`config.mk`:
```
export PLATFORM = sky130hd
export DESIGN_NAME = sll_shift_arbiter
export DESIGN_NICKNAME = d
export VERILOG_FILES = /design/src/rtl/sll_shift_arbiter.sv
export SDC_FILE = /design/constraint.sdc
export NUM_CORES = 1
export LEC_CHECK = 0
export ABC_AREA = 0
export CORE_MARGIN = 4
export CORE_UTILIZATION = 42
export DETAILED_ROUTE_END_ITERATION = 6
export GPL_ROUTABILITY_DRIVEN = 0
export GPL_TIMING_DRIVEN = 0
export PLACE_DENSITY = 0.83
export REMOVE_ABC_BUFFERS = 1
export SYNTH_ARGS = -nofsm -noshare
export SYNTH_HDL_FRONTEND = slang
export SYNTH_SLANG_ARGS = --single-unit
```
`constraint.sdc`:
```
create_clock -name clock -period 3.8 [get_ports clock]
set_input_delay 0.76 -clock clock [delete_from_list [all_inputs] [get_ports clock]]
set_output_delay 0.76 -clock clock [all_outputs]
set_load 0.02 [all_outputs]
```
`src/rtl/sll_shift_arbiter.sv`:
```
// Round-robin arbiter that shares one 32-bit logical-left barrel shifter among NREQ requesters.
// Results land in a single tagged output register with a valid/ready handshake.
module sll_shift_arbiter #(
  parameter int NREQ = 4,
  parameter int IDW  = 2
) (
  input  logic                 clock,
  input  logic                 reset_n,
  input  logic [NREQ-1:0]      req_valid,
  output logic [NREQ-1:0]      req_ready,
  input  logic [32*NREQ-1:0]   req_a,
  input  logic [5*NREQ-1:0]    req_shamt,
  output logic                 out_valid,
  input  logic                 out_ready,
  output logic [31:0]          out_data,
  output logic [IDW-1:0]       out_id
);

  logic [NREQ-1:0][31:0] a_arr;
  logic [NREQ-1:0][4:0]  sh_arr;
  logic [IDW-1:0]        ptr;
  logic [IDW-1:0]        gnt_idx;
  logic [NREQ-1:0]       gnt;
  logic                  gnt_any;
  logic                  can_accept;
  logic                  accept;
  logic [31:0]           a_sel;
  logic [4:0]            sh_sel;
  logic [31:0]           shifted;
  logic [IDW:0]          pos;

  assign a_arr      = req_a;
  assign sh_arr     = req_shamt;
  assign can_accept = !out_valid || out_ready;

  // Walk offsets ptr+1 .. ptr+NREQ; the first valid requester in that rotation wins.
  always_comb begin
    gnt     = '0;
    gnt_idx = '0;
    gnt_any = 1'b0;
    pos     = '0;
    for (int k = 1; k <= NREQ; k++) begin
      pos = {1'b0, ptr} + (IDW+1)'(k);
      if (pos >= (IDW+1)'(NREQ)) pos = pos - (IDW+1)'(NREQ);
      for (int i = 0; i < NREQ; i++) begin
        if (!gnt_any && pos == (IDW+1)'(i) && req_valid[i]) begin
          gnt_any = 1'b1;
          gnt[i]  = 1'b1;
          gnt_idx = IDW'(i);
        end
      end
    end
  end

  // Reset gating keeps requesters from seeing a handshake while the stage is cleared.
  assign req_ready = (reset_n && can_accept) ? gnt : '0;
  assign accept    = |req_ready;

  // One-hot AND-OR mux avoids indexing past NREQ when 2^IDW > NREQ.
  always_comb begin
    a_sel  = '0;
    sh_sel = '0;
    for (int i = 0; i < NREQ; i++) begin
      if (gnt[i]) begin
        a_sel  = a_sel | a_arr[i];
        sh_sel = sh_sel | sh_arr[i];
      end
    end
  end

  assign shifted = a_sel << sh_sel;

  always_ff @(posedge clock or negedge reset_n) begin
    if (!reset_n) begin
      out_valid <= 1'b0;
      out_data  <= '0;
      out_id    <= '0;
      ptr       <= IDW'(NREQ-1);
    end else if (accept) begin
      out_valid <= 1'b1;
      out_data  <= shifted;
      out_id    <= gnt_idx;
      ptr       <= gnt_idx;
    end else if (out_ready) begin
      out_valid <= 1'b0;
    end
  end

endmodule
```
==> impl_metrics.tcl, run 1 <==
set metrics [dict create \
    result_of_the_run "finished, violations left" \
    failing_checks "design-rule violations" \
    syn2layout_area_growth_pct 59.51 \
    first_iter_violations 568 \
    postLayoutCellArea_um2 6211 \
    synth-async-reset-ratio_pct 100.0 \
    min_path_type "flip-flop to flip-flop" \
    timing.max_slew.rel_slack_pct 26.30 \
    slew_violations 0 \
    drc 3 \
    layout.nets 782 \
    grt_overflow 0 \
    final-hold-violation-count 0 \
    synthTopCellsByCount "sky130_fd_sc_hd__mux2i_1, sky130_fd_sc_hd__nand2_1, sky130_fd_sc_hd__dfrtp_1" \
    num_io_pins 194 \
    total_leakage_power_nw 2.445 \
    chipWidth_um 104.3 \
    timing.critical_path.arrival_ns 3.92 \
    power.share.combinational_pct 78.3 \
    seqPwrFrac_pct 14.5 \
    layout_min_cycle_time_ns 3.743 \
    numClockSinks 37 \
    avgRoutedWirePerCell_um 22.52 \
    placementRows 34 \
    insertedDiodeCount 0 \
    drive_gt1_share_pct 11.31 \
    p_sw_w 0.002474 \
    power_frac_clock_pct 7.2 \
    intPower_w 0.002429 \
    floorplan.die.height_um 104.3 \
    post-synth-top-area-fraction_pct 22.49 \
    detailedPlacementHpwl_um 11590 \
    fill_cells 716 \
    post-layout-total-power_w 0.004903 \
    dp.cells 710 \
    distinct_cell_type_count_of_the_synthesized_netlist 54 \
    worstPathCellList "clkdlybuf4s50_1, o21ai_2, o211a_4, a32o_1, a221o_4, mux2_2, mux2i_2, o22ai_1, o32a_1" \
    initial_utilization_pct 43.79 \
    maximum_number_of_pins_on_one_net_before_global_route_repair 42 \
    yosysSeqAreaShare_pct 23.84 \
    synth-edff-count 0 \
    pwr_density_nw_per_um2 789.3 \
    final_cell_count_no_fill 736 \
    numPortBuffers 193 \
    htree_num_levels 2 \
    drt_antenna_net_count 0 \
    power.ir.vdd_worst_mv 0.3109 \
    synth_top_cell_by_area "sky130_fd_sc_hd__dfrtp_1" \
    cp_slowest_cell "sky130_fd_sc_hd__clkdlybuf4s50_1" \
    cts_made_buffers 5 \
    critPathRequiredTime_ns 3.98 \
    clk_latency_ns 0.29 \
    crit_path_end_kind "flip-flop" \
    power.switching_fraction_pct 50.46 \
    final_worst_slack_ns 0.05693 \
    die_area_um2 10880 \
    achievable-frequency_mhz 267.2 \
    ys_ff_latch 37 \
    ys.flop_type "sky130_fd_sc_hd__dfrtp_1" \
    yosysWarnings 0 \
    timing.final.crit_share_pct 98.50 \
    fin_worst_skew_ns 0.01015 \
    cap_viol_max_count 0 \
    pre_cts_ws_ns -1.670 \
    cts.path.max_buffers 2 \
    critPathKind "input pin to flip-flop" \
    cts_tree "built" \
    syn_avg_cell_area_um2 8.672 \
    grt_pass1_wl_um 26450 \
    worst_pin_slew_ns 1.106 \
    crit_path_max_incr_delay_ns 0.53 \
    critical_path.max_fanout 31 \
    via_count_of_the_first_global_routing_pass 5031 \
    synth.top_cells.by_area "sky130_fd_sc_hd__dfrtp_1, sky130_fd_sc_hd__mux2i_1, sky130_fd_sc_hd__a32o_1" \
    synthCells 449 \
    startpoint_type "input pin" \
    design.core.area_um2 8891 \
    synth_most_common_cell "sky130_fd_sc_hd__mux2i_1" \
    synthesis.area_um2 3894 \
    grt_setup_unrepaired "no" \
    post_drt_via_cell_ratio 6.716 \
    routed_wl_um 16570 \
    root_buffer "sky130_fd_sc_hd__clkbuf_8" \
    worst_setup_hold_path_clk_slew_ns 0.08 \
    timing.final.setup_violations 0 \
    placedInstanceArea_um2 5768 \
    drt_pass1_iterations 7 \
    number_of_antenna_violations_at_the_first_check_in_global_routing 0 \
    via_count 4943 \
    overall_routing_resource_usage_pct 29.34 \
]
## flip-flops by register name, indices dropped and copies added (netlist names)
name	flops
ptr	2
out_valid	1
out_id	2
out_data	32
## cells in the final DEF (no fill, tap or decap), drive strengths merged, types with 3 or more instances in the layout
cell,count
a211oi,4
a21o,4
a21oi,16
a221o,6
a221oi,37
a222oi,7
a22o,4
a22oi,7
a31oi,8
a32o,34
and2,3
buf,17
clkbuf,7
clkdlybuf4s50,189
dfrtp,35
mux2,5
mux2i,69
nand2,54
nand3,16
nor2,35
nor2b,4
nor3,13
o21ai,17
o22a,3
o22ai,5
o31a,3
## what timing repair did
action                     in CTS  in global routing
gates resized for setup        27                  6
pin swaps                       5                  0
setup endpoints to repair      34                 14
setup buffers                  12                  0
gates cloned                    6                  0
hold buffers                    0                  0
## layer usage
layer  vias to the layer above  wire, µm  global-route usage (%)
li1                       2185         -                       -
met1                      2369      6351                   36.51
met2                       339      8002                   50.00
met3                        50      1763                   7.759
met4                         0       455                   7.977
met5                         -         0                       0
## per-stage QoR
step	TNS (ns)	hold WS, ns	utilization (%)
6_report	0	0.4757	69.86
5_1_grt	0	0.5087	69.86
4_1_cts	0	0.4803	69.63
3_5_place_dp	-40.57	0.4653	64.87
3_3_place_gp	-84.41	0.4642	64.07
2_1_floorplan	-17.85	0.4644	-
## area by class of cell
type	count	area, µm²	area share, %
clock buffer	7	86.33	1.390
clock inverter	1	30.03	0.4835
sequential	37	928.4	14.95
tap	108	135.1	2.176
timing repair buffer	209	2115	34.05
multi-input combinational	374	2917	46.96
## cells by family after synthesis
logic type | Yosys count | share of synthesized area [%]
simple gates | 128 | 14.11
buf+inv | 44 | 6.780
compound gates | 166 | 35.99
flops | 37 | 23.84
mux | 74 | 19.28
## power groups by stage
stage                     clock network (W)  registers (W)  logic [W]
after CTS                          0.000354       0.000708    0.00373
after floorplan                           0       0.000875    0.00206
final                              0.000353       0.000712    0.00384
after global routing               0.000377       0.000729    0.00410
after global placement                    0       0.000697    0.00332
after detailed placement                  0       0.000704    0.00344
## worst max-delay path, delay by kind of cell
family	cells	cell delay, ns
buffers and inverters	1	0.53
multiplexers	2	0.69
AO/OA/AOI/OAI	6	1.91
## worst paths after layout
path | slack, ns | startpoint | cells past startpoint | endpoint
setup / recovery | 0.06 | req_valid[0] | 9 | out_data[29]
hold / removal | 0.48 | out_id[1] | 1 | out_id[1]
setup reg to reg | 0.43 | ptr[0] | 12 | out_data[29]
hold reg to reg | 0.48 | out_id[1] | 1 | out_id[1]
max in group asynchronous | 2.70 | reset_n | 1 | out_data[0]
min in group asynchronous | 0.57 | reset_n | 1 | out_data[14]
No activity file was read; power rests on OpenSTA's default activity.
==> inputs of run 2 (changes only) <==
--- a/config.mk
+++ b/config.mk
@@ -6,6 +6,7 @@
 export NUM_CORES = 1
 export LEC_CHECK = 0
 export ABC_AREA = 0
+export CAP_MARGIN = 40
 export CORE_MARGIN = 4
 export CORE_UTILIZATION = 42
 export DETAILED_ROUTE_END_ITERATION = 6
==> run 2 against run 1 <==
The flow now finishes without violations. Critical path depth is 3 higher. Setup slack better by 0.12 ns. Routed wire length is 3.6% lower. Final cell count is 1.4% higher. Clock-buffer cell count stayed put. Critical endpoint is now out_data[20]. Largest cell class unchanged.
==> impl_metrics.tcl, run 2 (synthesized netlist as in run 1, its figures left out) <==
set metrics [dict create \
    numPortBuffers 193 \
    crit_path_end_kind "flip-flop" \
    maximum_number_of_pins_on_one_net_before_global_route_repair 40 \
    grt_overflow 0 \
    via_count_of_the_first_global_routing_pass 5082 \
    crit_path_end "out_data[20]" \
    combined_flip_flop_and_latch_cell_area_um2 928.4 \
    setup.worst_path.start "req_valid[1]" \
    layout_min_cycle_time_ns 3.626 \
    wirelength_met1_um 6219 \
    drive_gt1_share_pct 12.23 \
    syn2layout_area_growth_pct 61.79 \
    num_io_pins 194 \
    layout.nets 792 \
    dp.cells 716 \
    pwr_density_nw_per_um2 793.0 \
    timing.final.crit_share_pct 95.42 \
    detailedPlacementHpwl_um 11960 \
    numClockSinks 37 \
    whs_ns 0.4633 \
    result_of_the_run "finished clean" \
    cap_viol_max_count 0 \
    drt_pass1_iterations 6 \
    floorplan.die.height_um 104.3 \
    htree_num_levels 2 \
    fill_cells 666 \
    avgRoutedWirePerCell_um 21.41 \
    fin_worst_skew_ns 0.001387 \
    slew_violations 0 \
    rr_endpoint "out_data[20]" \
    via_count 4876 \
    overall_routing_resource_usage_pct 28.01 \
    layout.cells.most_common_list "sky130_fd_sc_hd__clkdlybuf4s50_1, sky130_fd_sc_hd__mux2i_1, sky130_fd_sc_hd__nand2_1" \
    root_buffer "sky130_fd_sc_hd__clkbuf_8" \
    reg2regPathDepth 11 \
    critPathRequiredTime_ns 3.95 \
    drc 0 \
    total_leakage_power_nw 2.514 \
    placementRows 34 \
    die_area_um2 10880 \
    timing.max_slew.rel_slack_pct 49.93 \
    worst_pin_slew_ns 0.7483 \
    critical_path.max_fanout 34 \
    cts_made_buffers 5 \
    first_iter_violations 417 \
    met2_wl_um 7873 \
    top_signal_layer_used "met4" \
    largest-register "out_data" \
    power.ir.vdd_worst_mv 0.3520 \
    post-layout-total-power_w 0.004996 \
    critPathKind "input pin to flip-flop" \
    final_worst_slack_ns 0.1739 \
    cts_hold_buffers 0 \
    grt_setup_unrepaired "no" \
    largest_register_ff_count 32 \
    post_drt_via_cell_ratio 6.536 \
    chipWidth_um 104.3 \
    multi_input_area_um2 2836 \
    achievable-frequency_mhz 275.8 \
    cts_tree "built" \
    routed_wl_um 15970 \
    clk_latency_ns 0.29 \
    layout_commonest_cell "sky130_fd_sc_hd__clkdlybuf4s50_1" \
    timing.critical_path.arrival_ns 3.77 \
    reg.largest.list "out_data x32, out_id x2, ptr x2" \
    worst_r2r_startpoint "ptr[1]" \
    initial_utilization_pct 43.79 \
    routed-wl-met3_um 1398 \
    timing.final.setup_violations 0 \
    grt_pass1_wl_um 25550 \
    min_path_type "input pin to async pin" \
    pre_cts_ws_ns -0.8285 \
    cts.path.max_buffers 2 \
    final_cell_count_no_fill 746 \
    worst_setup_hold_path_clk_slew_ns 0.07 \
    reg2reg_slack_ns 0.40 \
    final-hold-violation-count 0 \
    number_of_antenna_violations_at_the_first_check_in_global_routing 0 \
    drt_antenna_net_count 0 \
    design.core.area_um2 8891 \
    startpoint_type "input pin" \
    insertedDiodeCount 0 \
]
==> run 2: changes by cell type in the layout (fill, tap and decap cells not counted), sizes merged <==
cell           previous run  this run
buf                      17        31
dlymetal6s2s              0         3
a221o                     6         4
clkdlybuf4s15             2         0
o31a                      3         1
a221oi                   37        36
and2                      3         4
clkbuf                    7         8
clkdlybuf4s50           189       188
o211a                     2         1
==> run 2: worst max-delay path, cell delays in order <==
cell,delay (ns)
sky130_fd_sc_hd__dlygate4sd2_1,0.30
sky130_fd_sc_hd__nor2b_4,0.23
sky130_fd_sc_hd__nor3_1,0.06
sky130_fd_sc_hd__o31a_2,0.40
sky130_fd_sc_hd__buf_12,0.19
sky130_fd_sc_hd__a221o_4,0.44
sky130_fd_sc_hd__buf_16,0.18
sky130_fd_sc_hd__mux2i_1,0.18
sky130_fd_sc_hd__a22oi_1,0.23
sky130_fd_sc_hd__nand3_1,0.16
sky130_fd_sc_hd__a222oi_1,0.46
sky130_fd_sc_hd__a21oi_1,0.15
==> run 2: metal layers <==
metal  up-vias  track usage [%]
met5         -                0
met4         0            8.642
met3        55            5.835
met2       314            49.40
met1      2313            34.00
li1       2194                -
==> run 2: final cells by class <==
cell class / count / area share [%]
Clock buffer: 7 / 1.370
Clock inverter: 1 / 0.4767
Multi-Input combinational cell: 369 / 45.02
Sequential cell: 37 / 14.74
Tap cell: 108 / 2.145
Timing Repair Buffer: 224 / 36.25
==> run 2: where the power goes <==
part           switching [W]  total [W]  internal [W]
combinational        0.00221    0.00394       0.00173
sequential          0.000121   0.000701      0.000580
clock               0.000139   0.000353      0.000214
total                0.00247    0.00500       0.00253
==> run 2: repair_timing <==
| item | 4_1_cts | 5_1_grt |
|---|---|---|
| gates resized for setup | 16 | 12 |
| setup endpoints to repair | 28 | 24 |
| buffers inserted | 16 | 5 |
| cloned | 0 | 1 |
| pin swaps | 7 | 3 |
==> run 2: how the worst min path moves through the flow <==
stage	from	end	cells after the start
floorplan	reset_n	out_data[0]	0
global placement	out_id[1]	out_id[1]	1
detailed placement	out_data[8]	out_data[8]	2
CTS	out_data[8]	out_data[8]	2
global route	reset_n	out_data[20]	1
finish	reset_n	out_id[0]	1
==> run 2: stage by stage <==
stage	setup TNS [ns]	area [µm²]	util, %
global placement	-84.41	5697	64.07
detailed placement	-15.18	5897	66.32
global route	0	6300	70.86
CTS	0	6202	69.76
finish	0	6300	70.86
floorplan	-17.85	3630	-
==> inputs of run 3 (changes only) <==
--- a/config.mk
+++ b/config.mk
@@ -13,6 +13,7 @@
 export GPL_ROUTABILITY_DRIVEN = 0
 export GPL_TIMING_DRIVEN = 0
 export PLACE_DENSITY = 0.83
+export RECOVER_POWER = 50
 export REMOVE_ABC_BUFFERS = 1
 export SYNTH_ARGS = -nofsm -noshare
 export SYNTH_HDL_FRONTEND = slang
==> run 3 against run 2 <==
The flow now finishes with violations (design-rule violations). Core utilization is the same. Critical path depth is 1 lower. Setup slack lost 0.0069 ns. Non-clock buffer count did not move. Die area unchanged. Clock skew up 0.00052 ns. Maximum frequency fell by 0.19%. Via count is 0.74% lower. Largest power group unchanged. Highest routed layer unchanged.
==> impl_metrics.tcl, run 3 (synthesized netlist as in run 1, its figures left out) <==
set metrics [dict create \
    die_area_um2 10880 \
    worst_setup_hold_path_clk_slew_ns 0.07 \
    largest_register_ff_count 32 \
    numClockSinks 37 \
    maximum_number_of_pins_on_one_net_before_global_route_repair 40 \
    clk_latency_ns 0.29 \
    crit_path_end_kind "flip-flop" \
    failing_checks "design-rule violations" \
    critPathRequiredTime_ns 3.96 \
    reg2regPathDepth 11 \
    fill_cells 666 \
    pre_cts_ws_ns -0.8285 \
    dp.cells 716 \
    drt_pass1_iterations 7 \
    final_worst_slack_ns 0.1671 \
    floorplan.die.height_um 104.3 \
    routed_wl_um 16010 \
    layout.cells.most_common_list "sky130_fd_sc_hd__clkdlybuf4s50_1, sky130_fd_sc_hd__mux2i_1, sky130_fd_sc_hd__nand2_1" \
    initial_utilization_pct 43.79 \
    cts_tree "built" \
    drive_gt1_share_pct 12.23 \
    cap_viol_max_count 0 \
    total_leakage_power_nw 2.543 \
    final_cell_count_no_fill 746 \
    cts_hold_buffers 0 \
    worst_r2r_startpoint "ptr[1]" \
    grt_overflow 0 \
    grt_setup_unrepaired "no" \
    min_path_type "input pin to async pin" \
    layout_min_cycle_time_ns 3.633 \
    startpoint_type "input pin" \
    avgRoutedWirePerCell_um 21.45 \
    timing.final.setup_violations 0 \
    detailedPlacementHpwl_um 11960 \
    layout.nets 792 \
    overall_routing_resource_usage_pct 28.01 \
    design.core.area_um2 8891 \
    timing.max_slew.rel_slack_pct 51.26 \
    numPortBuffers 193 \
    reg.largest.list "out_data x32, out_id x2, ptr x2" \
    drt_antenna_net_count 0 \
    num_io_pins 194 \
    grt_pass1_wl_um 25550 \
    root_buffer "sky130_fd_sc_hd__clkbuf_8" \
    drc 1 \
    syn2layout_area_growth_pct 61.79 \
    postLayoutCoreUtil_pct 70.86 \
    insertedDiodeCount 0 \
    via_count 4840 \
    result_of_the_run "finished, violations left" \
    layout_commonest_cell "sky130_fd_sc_hd__clkdlybuf4s50_1" \
    fin_worst_skew_ns 0.001910 \
    critPathKind "input pin to flip-flop" \
    timing.final.crit_share_pct 95.60 \
    whs_ns 0.4625 \
    multi_input_area_um2 2836 \
    cts_made_buffers 5 \
    timing.critical_path.arrival_ns 3.79 \
    reg2reg_slack_ns 0.41 \
    final-hold-violation-count 0 \
    worst_pin_slew_ns 0.7284 \
    pwr_density_nw_per_um2 787.7 \
    rr_endpoint "out_data[24]" \
    via_count_of_the_first_global_routing_pass 5082 \
    first_iter_violations 453 \
    power.ir.vdd_worst_mv 0.3521 \
    postLayoutCellArea_um2 6300 \
    number_of_antenna_violations_at_the_first_check_in_global_routing 0 \
    cts.path.max_buffers 2 \
    critical_path.max_fanout 34 \
    largest-register "out_data" \
    combined_flip_flop_and_latch_cell_area_um2 928.4 \
    htree_num_levels 2 \
    chipWidth_um 104.3 \
    placementRows 34 \
    achievable-frequency_mhz 275.3 \
    placedInstanceArea_um2 5897 \
    slew_violations 0 \
    post_drt_via_cell_ratio 6.488 \
]
run 3: how the worst max path moves through the flow:
| stage | startpoint | end | cells past startpoint | slack, ns |
|---|---|---|---|---|
| 2_1_floorplan | req_valid[1] | out_data[29] | 8 | -0.79 |
| 3_5_place_dp | req_valid[1] | out_data[29] | 11 | -0.83 |
| 5_1_grt | req_valid[1] | out_data[21] | 14 | 0.08 |
| 6_report | req_valid[1] | out_data[24] | 11 | 0.17 |
| 3_3_place_gp | reset_n | out_data[21] | 8 | -2.72 |
| 4_1_cts | req_valid[3] | out_data[20] | 12 | 0.03 |
run 3: area by class of cell:
cell class / instances / area share (%)
clock buffers: 7 / 1.370
clock inverters: 1 / 0.4767
multi-input cells: 369 / 45.02
flip-flops and latches: 37 / 14.74
well taps: 108 / 2.145
repair buffers: 224 / 36.25
run 3: per-layer routing:
layer	wire length, µm	up-vias	track usage [%]
met5	0	-	0
met4	409	0	8.642
met3	1457	42	5.835
met2	7890	306	49.40
met1	6248	2302	34.00
li1	-	2190	-
run 3: power by group:
group | switching (W) | leakage (nW) | internal, W
sequential | 0.000117 | 0.458 | 0.000580
combinational | 0.00221 | 2.03 | 0.00170
clock | 0.000141 | 0.0585 | 0.000214
run 3: repair_timing:
action                     in CTS  in global routing
pin swaps                       7                  3
setup endpoints to repair      28                 24
resized for setup              16                 12
cloned                          0                  1
setup buffers                  16                  5
run 3: through the flow:
stage               setup TNS, ns  power, W
floorplan                  -17.85  0.002930
global placement           -84.41  0.004016
detailed placement         -15.18  0.004244
CTS                             0  0.004812
global route                    0  0.005280
finish                          0  0.004962
run 3: worst max-delay path, cell delays in order:
cell and delay (ns):
sky130_fd_sc_hd__dlygate4sd2_1 0.30, sky130_fd_sc_hd__nor2b_4 0.23, sky130_fd_sc_hd__nor3_1 0.06, sky130_fd_sc_hd__o31a_2 0.40, sky130_fd_sc_hd__buf_12 0.19, sky130_fd_sc_hd__a221oi_1 0.60, sky130_fd_sc_hd__mux2i_1 0.24, sky130_fd_sc_hd__mux2i_1 0.24
sky130_fd_sc_hd__nor3_1 0.07, sky130_fd_sc_hd__a2111oi_0 0.52, sky130_fd_sc_hd__a21oi_1 0.15
